<file path="src/rtl/reg_dump_pkg.sv">
// Shared definitions for the register-file dump reader: FSM state encoding,
// default geometry of the RV32I register file and the checksum beat index.
`timescale 1ns/1ps
package reg_dump_pkg;

  localparam int DEF_NUM_REGS = 32;
  localparam int DEF_XLEN     = 32;
  localparam int DEF_ADDR_W   = 5;

  // Index reported on the trailing checksum beat (one past the last register)
  localparam int CHECKSUM_INDEX = DEF_NUM_REGS;

  typedef enum logic [1:0] {
    IDLE = 2'd0,
    READ = 2'd1,
    SEND = 2'd2,
    DONE = 2'd3
  } state_t;

endpackage

</file>
<file path="src/rtl/reg_dump_reader_if.sv">
// Valid/ready beat channel from the dump reader to the debug/UART bridge.
// The master drives the beat; the slave answers with out_ready.
`timescale 1ns/1ps
interface reg_dump_reader_if
  import reg_dump_pkg::*;
#(
  parameter int XLEN   = DEF_XLEN,
  parameter int ADDR_W = DEF_ADDR_W
) ();

  logic              out_valid;
  logic              out_ready;
  logic [XLEN-1:0]   out_data;
  logic [ADDR_W:0]   out_index;
  logic              out_last;

  modport master (
    output out_valid,
    output out_data,
    output out_index,
    output out_last,
    input  out_ready
  );

  modport slave (
    input  out_valid,
    input  out_data,
    input  out_index,
    input  out_last,
    output out_ready
  );

endinterface

</file>
<file path="src/rtl/reg_dump_reader.sv">
// Debug read-out engine for the RV32I register file.
// On dump_start it raises halt_req, walks every register index through the
// dedicated read port and streams each value out as one valid/ready beat.
// Optional feature macro: REG_DUMP_CHECKSUM_EN -- appends a trailing beat
// carrying the XOR of all register values; that beat then carries out_last.
`timescale 1ns/1ps
module reg_dump_reader
  import reg_dump_pkg::*;
#(
  parameter int NUM_REGS = DEF_NUM_REGS,
  parameter int XLEN     = DEF_XLEN,
  parameter int ADDR_W   = DEF_ADDR_W
) (
  input  logic                 clk,
  input  logic                 rst,
  input  logic                 dump_start,
  input  logic                 dump_abort,
  output logic                 halt_req,
  output logic [ADDR_W-1:0]    rd_addr,
  input  logic [XLEN-1:0]      rd_data,
  reg_dump_reader_if.master    out_if,
  output logic                 busy,
  output logic                 done
);

  localparam logic [ADDR_W-1:0] LAST_IDX = ADDR_W'(NUM_REGS - 1);
`ifdef REG_DUMP_CHECKSUM_EN
  localparam logic [ADDR_W:0]   CSUM_IDX = (ADDR_W + 1)'(NUM_REGS);
`endif

  state_t              state;
  logic [ADDR_W-1:0]   idx;
  logic                out_valid_q;
  logic [XLEN-1:0]     out_data_q;
  logic [ADDR_W:0]     out_index_q;
  logic                out_last_q;
`ifdef REG_DUMP_CHECKSUM_EN
  logic [XLEN-1:0]     csum;
`endif

  // Walk FSM: READ presents idx on the read port and captures the value into
  // the output holding register; SEND holds that beat until the sink takes it.
  // The index is tested for the last register before it is incremented, so it
  // never wraps. Abort wins over a same-cycle handshake.
  always_ff @(posedge clk) begin
    if (rst) begin
      state       <= IDLE;
      idx         <= '0;
      rd_addr     <= '0;
      halt_req    <= 1'b0;
      done        <= 1'b0;
      out_valid_q <= 1'b0;
      out_data_q  <= '0;
      out_index_q <= '0;
      out_last_q  <= 1'b0;
`ifdef REG_DUMP_CHECKSUM_EN
      csum        <= '0;
`endif
    end else begin
      done <= 1'b0;
      if (state != IDLE && dump_abort) begin
        state       <= IDLE;
        idx         <= '0;
        rd_addr     <= '0;
        halt_req    <= 1'b0;
        out_valid_q <= 1'b0;
      end else begin
        case (state)
          IDLE: begin
            if (dump_start) begin
              state    <= READ;
              idx      <= '0;
              rd_addr  <= '0;
              halt_req <= 1'b1;
`ifdef REG_DUMP_CHECKSUM_EN
              csum     <= '0;
`endif
            end
          end
          READ: begin
            out_data_q  <= rd_data;
            out_index_q <= {1'b0, idx};
`ifdef REG_DUMP_CHECKSUM_EN
            out_last_q  <= 1'b0;
            csum        <= csum ^ rd_data;
`else
            out_last_q  <= (idx == LAST_IDX);
`endif
            out_valid_q <= 1'b1;
            state       <= SEND;
          end
          SEND: begin
            if (out_if.out_ready) begin
              if (out_last_q) begin
                out_valid_q <= 1'b0;
                done        <= 1'b1;
                state       <= DONE;
              end
`ifdef REG_DUMP_CHECKSUM_EN
              else if (idx == LAST_IDX) begin
                out_data_q  <= csum;
                out_index_q <= CSUM_IDX;
                out_last_q  <= 1'b1;
              end
`endif
              else begin
                out_valid_q <= 1'b0;
                idx         <= idx + 1'b1;
                rd_addr     <= idx + 1'b1;
                state       <= READ;
              end
            end
          end
          DONE: begin
            state    <= IDLE;
            halt_req <= 1'b0;
            idx      <= '0;
            rd_addr  <= '0;
          end
          default: begin
            state <= IDLE;
          end
        endcase
      end
    end
  end

  // Drive the beat channel straight from the holding register
  assign out_if.out_valid = out_valid_q;
  assign out_if.out_data  = out_data_q;
  assign out_if.out_index = out_index_q;
  assign out_if.out_last  = out_last_q;

  // Busy mirrors the halt request seen by the core
  assign busy = halt_req;

endmodule

</file>
<file path="src/flat_wrapper.sv">
// flat-port wrapper written by rule: the top's interface ports become plain ports
module reg_dump_reader_flat import reg_dump_pkg::*;
#(
  parameter int NUM_REGS = DEF_NUM_REGS,
  parameter int XLEN     = DEF_XLEN,
  parameter int ADDR_W   = DEF_ADDR_W
)
  (clk, rst, dump_start, dump_abort, halt_req, rd_addr, rd_data, busy, done, out_if_out_valid, out_if_out_data, out_if_out_index, out_if_out_last, out_if_out_ready);
  reg_dump_reader_if #(.XLEN(XLEN), .ADDR_W(ADDR_W)) out_if_i ();
  input  logic clk;
  input  logic rst;
  input  logic dump_start;
  input  logic dump_abort;
  output logic halt_req;
  output logic [ADDR_W-1:0] rd_addr;
  input  logic [XLEN-1:0] rd_data;
  output logic busy;
  output logic done;
  output wire logic [$bits(out_if_i.out_valid)-1:0] out_if_out_valid;
  output wire logic [$bits(out_if_i.out_data)-1:0] out_if_out_data;
  output wire logic [$bits(out_if_i.out_index)-1:0] out_if_out_index;
  output wire logic [$bits(out_if_i.out_last)-1:0] out_if_out_last;
  input wire logic [$bits(out_if_i.out_ready)-1:0] out_if_out_ready;
  assign out_if_out_valid = out_if_i.out_valid;
  assign out_if_out_data = out_if_i.out_data;
  assign out_if_out_index = out_if_i.out_index;
  assign out_if_out_last = out_if_i.out_last;
  assign out_if_i.out_ready = out_if_out_ready;
  reg_dump_reader #(.NUM_REGS(NUM_REGS), .XLEN(XLEN), .ADDR_W(ADDR_W)) u_core (.clk(clk), .rst(rst), .dump_start(dump_start), .dump_abort(dump_abort), .halt_req(halt_req), .rd_addr(rd_addr), .rd_data(rd_data), .out_if(out_if_i), .busy(busy), .done(done));
endmodule
</file>
<file path="config.mk">
export PLATFORM = sky130hd
export DESIGN_NAME = reg_dump_reader_flat
export DESIGN_NICKNAME = d
export VERILOG_FILES = /design/src/rtl/reg_dump_pkg.sv /design/src/rtl/reg_dump_reader_if.sv /design/src/rtl/reg_dump_reader.sv /design/src/flat_wrapper.sv
export SDC_FILE = /design/constraint.sdc
export NUM_CORES = 1
export LEC_CHECK = 0
export ABC_AREA = 0
export BUFFER_PORTS_ARGS = -buffer_cell sky130_fd_sc_hd__buf_4
export CORE_MARGIN = 1.5
export CORE_UTILIZATION = 30
export DETAILED_ROUTE_END_ITERATION = 8
export PLACE_DENSITY = 0.65
export SYNTH_ARGS = -nofsm -noshare
export SYNTH_HDL_FRONTEND = slang
export SYNTH_SLANG_ARGS = --single-unit
</file>
<file path="constraint.sdc">
create_clock -name clk -period 2.7 [get_ports clk]
set_input_delay 0.54 -clock clk [delete_from_list [all_inputs] [get_ports clk]]
set_output_delay 0.54 -clock clk [all_outputs]
set_load 0.02 [all_outputs]
</file>
==> metrics.yaml, run 1 <==
grt_use_met1_pct: 17.7
cts_resized: 0
rsz0062_at_grt: "no"
start_kind: "register"
ir_worst_vdd_mv: 0.518
place.gp.congestion: 0.779
met2_usage_pct: 22.8
fin_crit_ns: 1.95
num_rows: 28
crit_required_ns: 2.93
drc: 0
ys_ff_latch: 48
cts-htree-levels: 2
use_met3_pct: 5.00
setup.worst_path.end_class: "register"
clk_pin_slew_ns: 0.09
vias_per_cell: 4.66
core_mm2: 0.00599
io_buffers: 83
cts_tree: "yes"
fin_util_pct: 43.9
synthesis.area_mm2: 0.00187
fmax_mhz: 513
num_io_pins: 85
die_width_um: 82.0
cts_root_buf: "clkbuf_8"
die_area_mm2: 0.00673
area_growth_pct: 40.3
clk_latency_ns: 0.30
hold_class: "register to register"
finClkSkew_ns: 0.00713
drt-total-wl_um: 4550
nNetsFinal: 352
wl_per_cell_um: 11.9
mostFrequentLayoutCells: "buf_4, nand2_1, dfxtp_1"
outcome: "finished clean"
post_cts_buffers: 0
track_usage_pct: 14.2
drt_first_pass_iters: 4
vias: 1784
crit_arrival_ns: 2.18
fin_crit_sh_pct: 72.1
ant_nets: 0
layout-drive-gt1-share_pct: 31.5
synth_cells: 231
power.density_mw_per_mm2: 905
antennaDiodeCount: 0
layout_commonest_cell: "buf_4"
yosysSeqAreaShare_pct: 51.3
fin_tns_setup_ns: 0
hold_viol_final: 0
syn_avg_cell_area_um2: 8.11
grt_pass1_wl_um: 7280
critPathMaxFanout: 6
drt_iter0_markers: 26
yosysUniqueCellTypes: 30
grt_max_degree: 40
gr-total-overflow: 0
clockBufferDepth: 2
place_hpwl_um: 3190
ys.warnings.count: 0
dieHeight_um: 82.0
grt-busiest-layer: "met2"
cts_hold_buffers: 0
first_global_vias: 1603
critical_path_class: "register to register"
setup_viol: 0
hold_ws_ns: 0.457
cts_buffers: 5
antenna_found_initial: 0
p_leak_uw: 0.00113
maxSlewViolCount: 0
initial_core_util_pct: 31.3
syn_nets: 275
cap_violations: 0
clock-sinks: 48
[cell type report]
cell class | instances | area, µm²
timing repair buffer | 85 | 638
fill | 636 | 3360
inverter | 2 | 7.51
sequential | 48 | 961
clock buffer | 7 | 96.3
tap | 75 | 93.8
multi-input combinational | 166 | 831
[Yosys cell counts]
cell type   n  area, µm²
dfxtp_1    48        961
buf_4       2       15.0
buf_2       2       10.0
or4_1       1       7.51
buf_1       4       15.0
or2b_1      1       7.51
nor2b_1     1       6.26
nor2_1      6       22.5
a31oi_1     1       6.26
nand2_1    84        315
nand3_1     2       10.0
nand4_1     1       6.26
ha_1        7       87.6
a211oi_1    2       15.0
inv_1       2       7.51
mux2i_1     1       10.0
a311oi_1    2       17.5
a21oi_1    43        215
o22ai_1     1       6.26
and3_1      1       6.26
nand2b_1    2       12.5
buf_6       1       11.3
or2b_2      1       8.76
or3b_2      3       26.3
nand3b_1    1       7.51
a221oi_1    1       8.76
and2_1      2       12.5
mux2_2      1       11.3
clkbuf_1    6       22.5
conb_1      1       3.75
[kinds of logic after synthesis]
group | count (synthesis) | synth area share, %
muxes | 2 | 1.14
other | 1 | 0.200
AOI/OAI and AO/OA | 50 | 14.4
adders and majority gates | 7 | 4.68
DFF | 48 | 51.3
and+or+nand+nor | 106 | 24.0
buffers and inverters | 17 | 4.34
[worst max-delay path, stage by stage, from the launching register on]
cell and delay (ns):
dfxtp_1 0.34, inv_1 0.13, ha_1 0.31, mux2i_1 0.28
nand3_1 0.20, or3b_2 0.48, a21oi_1 0.14
[final timing paths]
| check | start | to | slack, ns | cells past startpoint |
|---|---|---|---|---|
| setup / recovery | u_core.state[0]$_SDFFE_PP0P_ | u_core.rd_addr[1]$_SDFFE_PP0P_ | 0.75 | 6 |
| hold / removal | u_core.out_if.out_index[4]$_SDFFE_PP0P_ | u_core.out_if.out_index[4]$_SDFFE_PP0P_ | 0.46 | 2 |
| setup reg to reg | u_core.state[0]$_SDFFE_PP0P_ | u_core.rd_addr[1]$_SDFFE_PP0P_ | 0.75 | 6 |
| hold reg to reg | u_core.out_if.out_index[4]$_SDFFE_PP0P_ | u_core.out_if.out_index[4]$_SDFFE_PP0P_ | 0.46 | 2 |
[layer usage]
| layer | up-vias | wire length (µm) | share of wire, % |
|---|---|---|---|
| met5 | - | 0 | 0 |
| met4 | 0 | 58 | 1.3 |
| met3 | 6 | 372 | 8.2 |
| met2 | 58 | 1970 | 43 |
| met1 | 812 | 2140 | 47 |
| li1 | 908 | - | - |
[metrics by stage]
| step | setup slack, ns | instances | power (µW) | cell area [µm²] |
|---|---|---|---|---|
| floorplan | 0.963 | 231 | 1600 | 1870 |
| global placement | 0.865 | 376 | 1940 | 2530 |
| detailed placement | 0.782 | 376 | 1960 | 2530 |
| CTS | 0.759 | 383 | 2420 | 2630 |
| global route | 0.555 | 383 | 2570 | 2630 |
| finish | 0.752 | 383 | 2380 | 2630 |
[sequential cells by signal (all words and copies together), names as in the netlist]
register	cells
u_core.out_if.out_data	32
u_core.out_if.out_index	5
u_core.rd_addr	5
u_core.state	2
u_core.busy	1
u_core.done	1
u_core.out_if.out_last	1
u_core.out_if.out_valid	1
[power breakdown]
| group | switching (µW) | internal (µW) | leakage, µW |
|---|---|---|---|
| Combinational | 614 | 388 | 0.000688 |
| Sequential | 79.8 | 846 | 0.000390 |
| Clock | 224 | 228 | 0.0000503 |
| Total | 918 | 1460 | 0.00113 |
Power figures use the tool's default switching activity.
==> inputs of run 2 (changes only) <==
clock period = 1.8 ns   (was 2.7 ns; I/O delays follow)
==> metrics.yaml, run 2 (synthesis results as in run 1) <==
drc: 0
clock-sinks: 48
cts_root_buf: "clkbuf_8"
num_rows: 28
grt_max_degree: 39
clockBufferDepth: 2
layout-drive-gt1-share_pct: 36.3
critPathMaxFanout: 6
finClkSkew_ns: 0.00539
setup.worst_path.end_class: "register"
fin_crit_ns: 1.72
wl_per_cell_um: 12.3
start_kind: "register"
fin_util_pct: 46.2
rrSetupSlack_ns: 0.08
fin_tns_setup_ns: 0
cts-htree-levels: 2
clk_pin_slew_ns: 0.08
antenna_found_initial: 0
mostFrequentLayoutCells: "buf_4, nand2_1, dfxtp_1"
clk_latency_ns: 0.29
cts_tree: "yes"
startpoint: "u_core.state[0]$_SDFFE_PP0P_"
critPathSlowestCell: "or3b_2"
r2r-start: "u_core.state[0]$_SDFFE_PP0P_"
cts_hold_buffers: 0
num_io_pins: 85
crit_arrival_ns: 1.95
core_mm2: 0.00599
vias_per_cell: 4.62
track_usage_pct: 14.2
path_buf_inv: 1
drt_iter0_markers: 45
ant_nets: 0
drt-total-wl_um: 4830
setup_slack_ns: 0.0762
rsz0062_at_grt: "no"
vias: 1810
power.density_mw_per_mm2: 1390
report.power.total_uw: 3850
layout_commonest_cell: "buf_4"
place_hpwl_um: 3340
setup_viol: 0
ir_worst_vdd_mv: 0.801
maxSlewViolCount: 0
crit_required_ns: 2.03
drt_first_pass_iters: 5
die_area_mm2: 0.00673
p_leak_uw: 0.00120
area_growth_pct: 47.8
first_global_vias: 1673
critical_path_class: "register to register"
hold_class: "input pin to register"
fin_crit_sh_pct: 95.8
antennaDiodeCount: 0
largest_reg_flops: 32
dieHeight_um: 82.0
dp_slack_ns: 0.0208
cap_violations: 0
place.gp.congestion: 0.742
die_width_um: 82.0
initial_core_util_pct: 31.3
hold_viol_final: 0
gr-total-overflow: 0
postLayoutCellArea_mm2: 0.00277
grt_pass1_wl_um: 7290
nNetsFinal: 362
outcome: "finished clean"
io_buffers: 83
cts_buffers: 5
cp_cell_sequence: "inv_2, ha_2, mux2i_2, nand3_2, or3b_2, a21oi_2"
fmax_mhz: 580
max_stage_delay_ns: 0.49
worstHoldStart: "rd_data[1]"
cpLargestDelayFamily: "simple AND/OR/NAND/NOR gates"
place_area_mm2: 0.00263
## run 2: where the power goes
| group | switching, µW | internal (µW) | total, µW | leakage (µW) |
|---|---|---|---|---|
| combinational | 1000 | 745 | 1740 | 0.000755 |
| sequential | 104 | 1270 | 1370 | 0.000391 |
| clock | 338 | 399 | 737 | 0.0000501 |
| total | 1440 | 2410 | 3850 | 0.00120 |
## run 2: repair_timing
action / in CTS / in global routing
buffers inserted: 0 / 0
gates resized for setup: 1 / 9
gates cloned: 0 / 0
setup endpoints to repair: 3 / 9
pin swaps: 0 / 3
## run 2: per-stage QoR
step | hold WS (ns) | cells
after global routing | 0.302 | 392
final | 0.309 | 392
after CTS | 0.297 | 392
after global placement | 0.442 | 386
after detailed placement | 0.449 | 386
after floorplan | 0.496 | 231
## run 2: layout make-up
cell class	count	area [µm²]
Clock buffer	5	68.8
Clock inverter	1	30.0
Fill cell	630	3220
Inverter	2	7.51
Multi-Input combinational cell	166	868
Sequential cell	48	962
Tap cell	75	93.8
Timing Repair Buffer	95	738
## run 2: worst paths after layout
check,to,cells after the start
max,u_core.rd_addr[1]$_SDFFE_PP0P_,6
min,u_core.out_if.out_data[1]$_SDFFE_PP0P_,3
max reg2reg,u_core.rd_addr[1]$_SDFFE_PP0P_,6
min reg2reg,u_core.out_if.out_data[2]$_SDFFE_PP0P_,2
## run 2: per-layer routing
| layer | routed length [µm] | up-vias | GRT usage, % |
|---|---|---|---|
| li1 | - | 926 | - |
| met1 | 2210 | 813 | 16.6 |
| met2 | 2200 | 69 | 24.3 |
| met3 | 395 | 2 | 4.56 |
| met4 | 27 | 0 | 4.92 |
| met5 | 0 | - | 0 |
## run 2: worst reg2reg max path, cell delays in order, from the launching register on
cell and delay (ns):
dfxtp_1 0.32, inv_2 0.10, ha_2 0.21, mux2i_2 0.24, nand3_2 0.15, or3b_2 0.49, a21oi_2 0.14
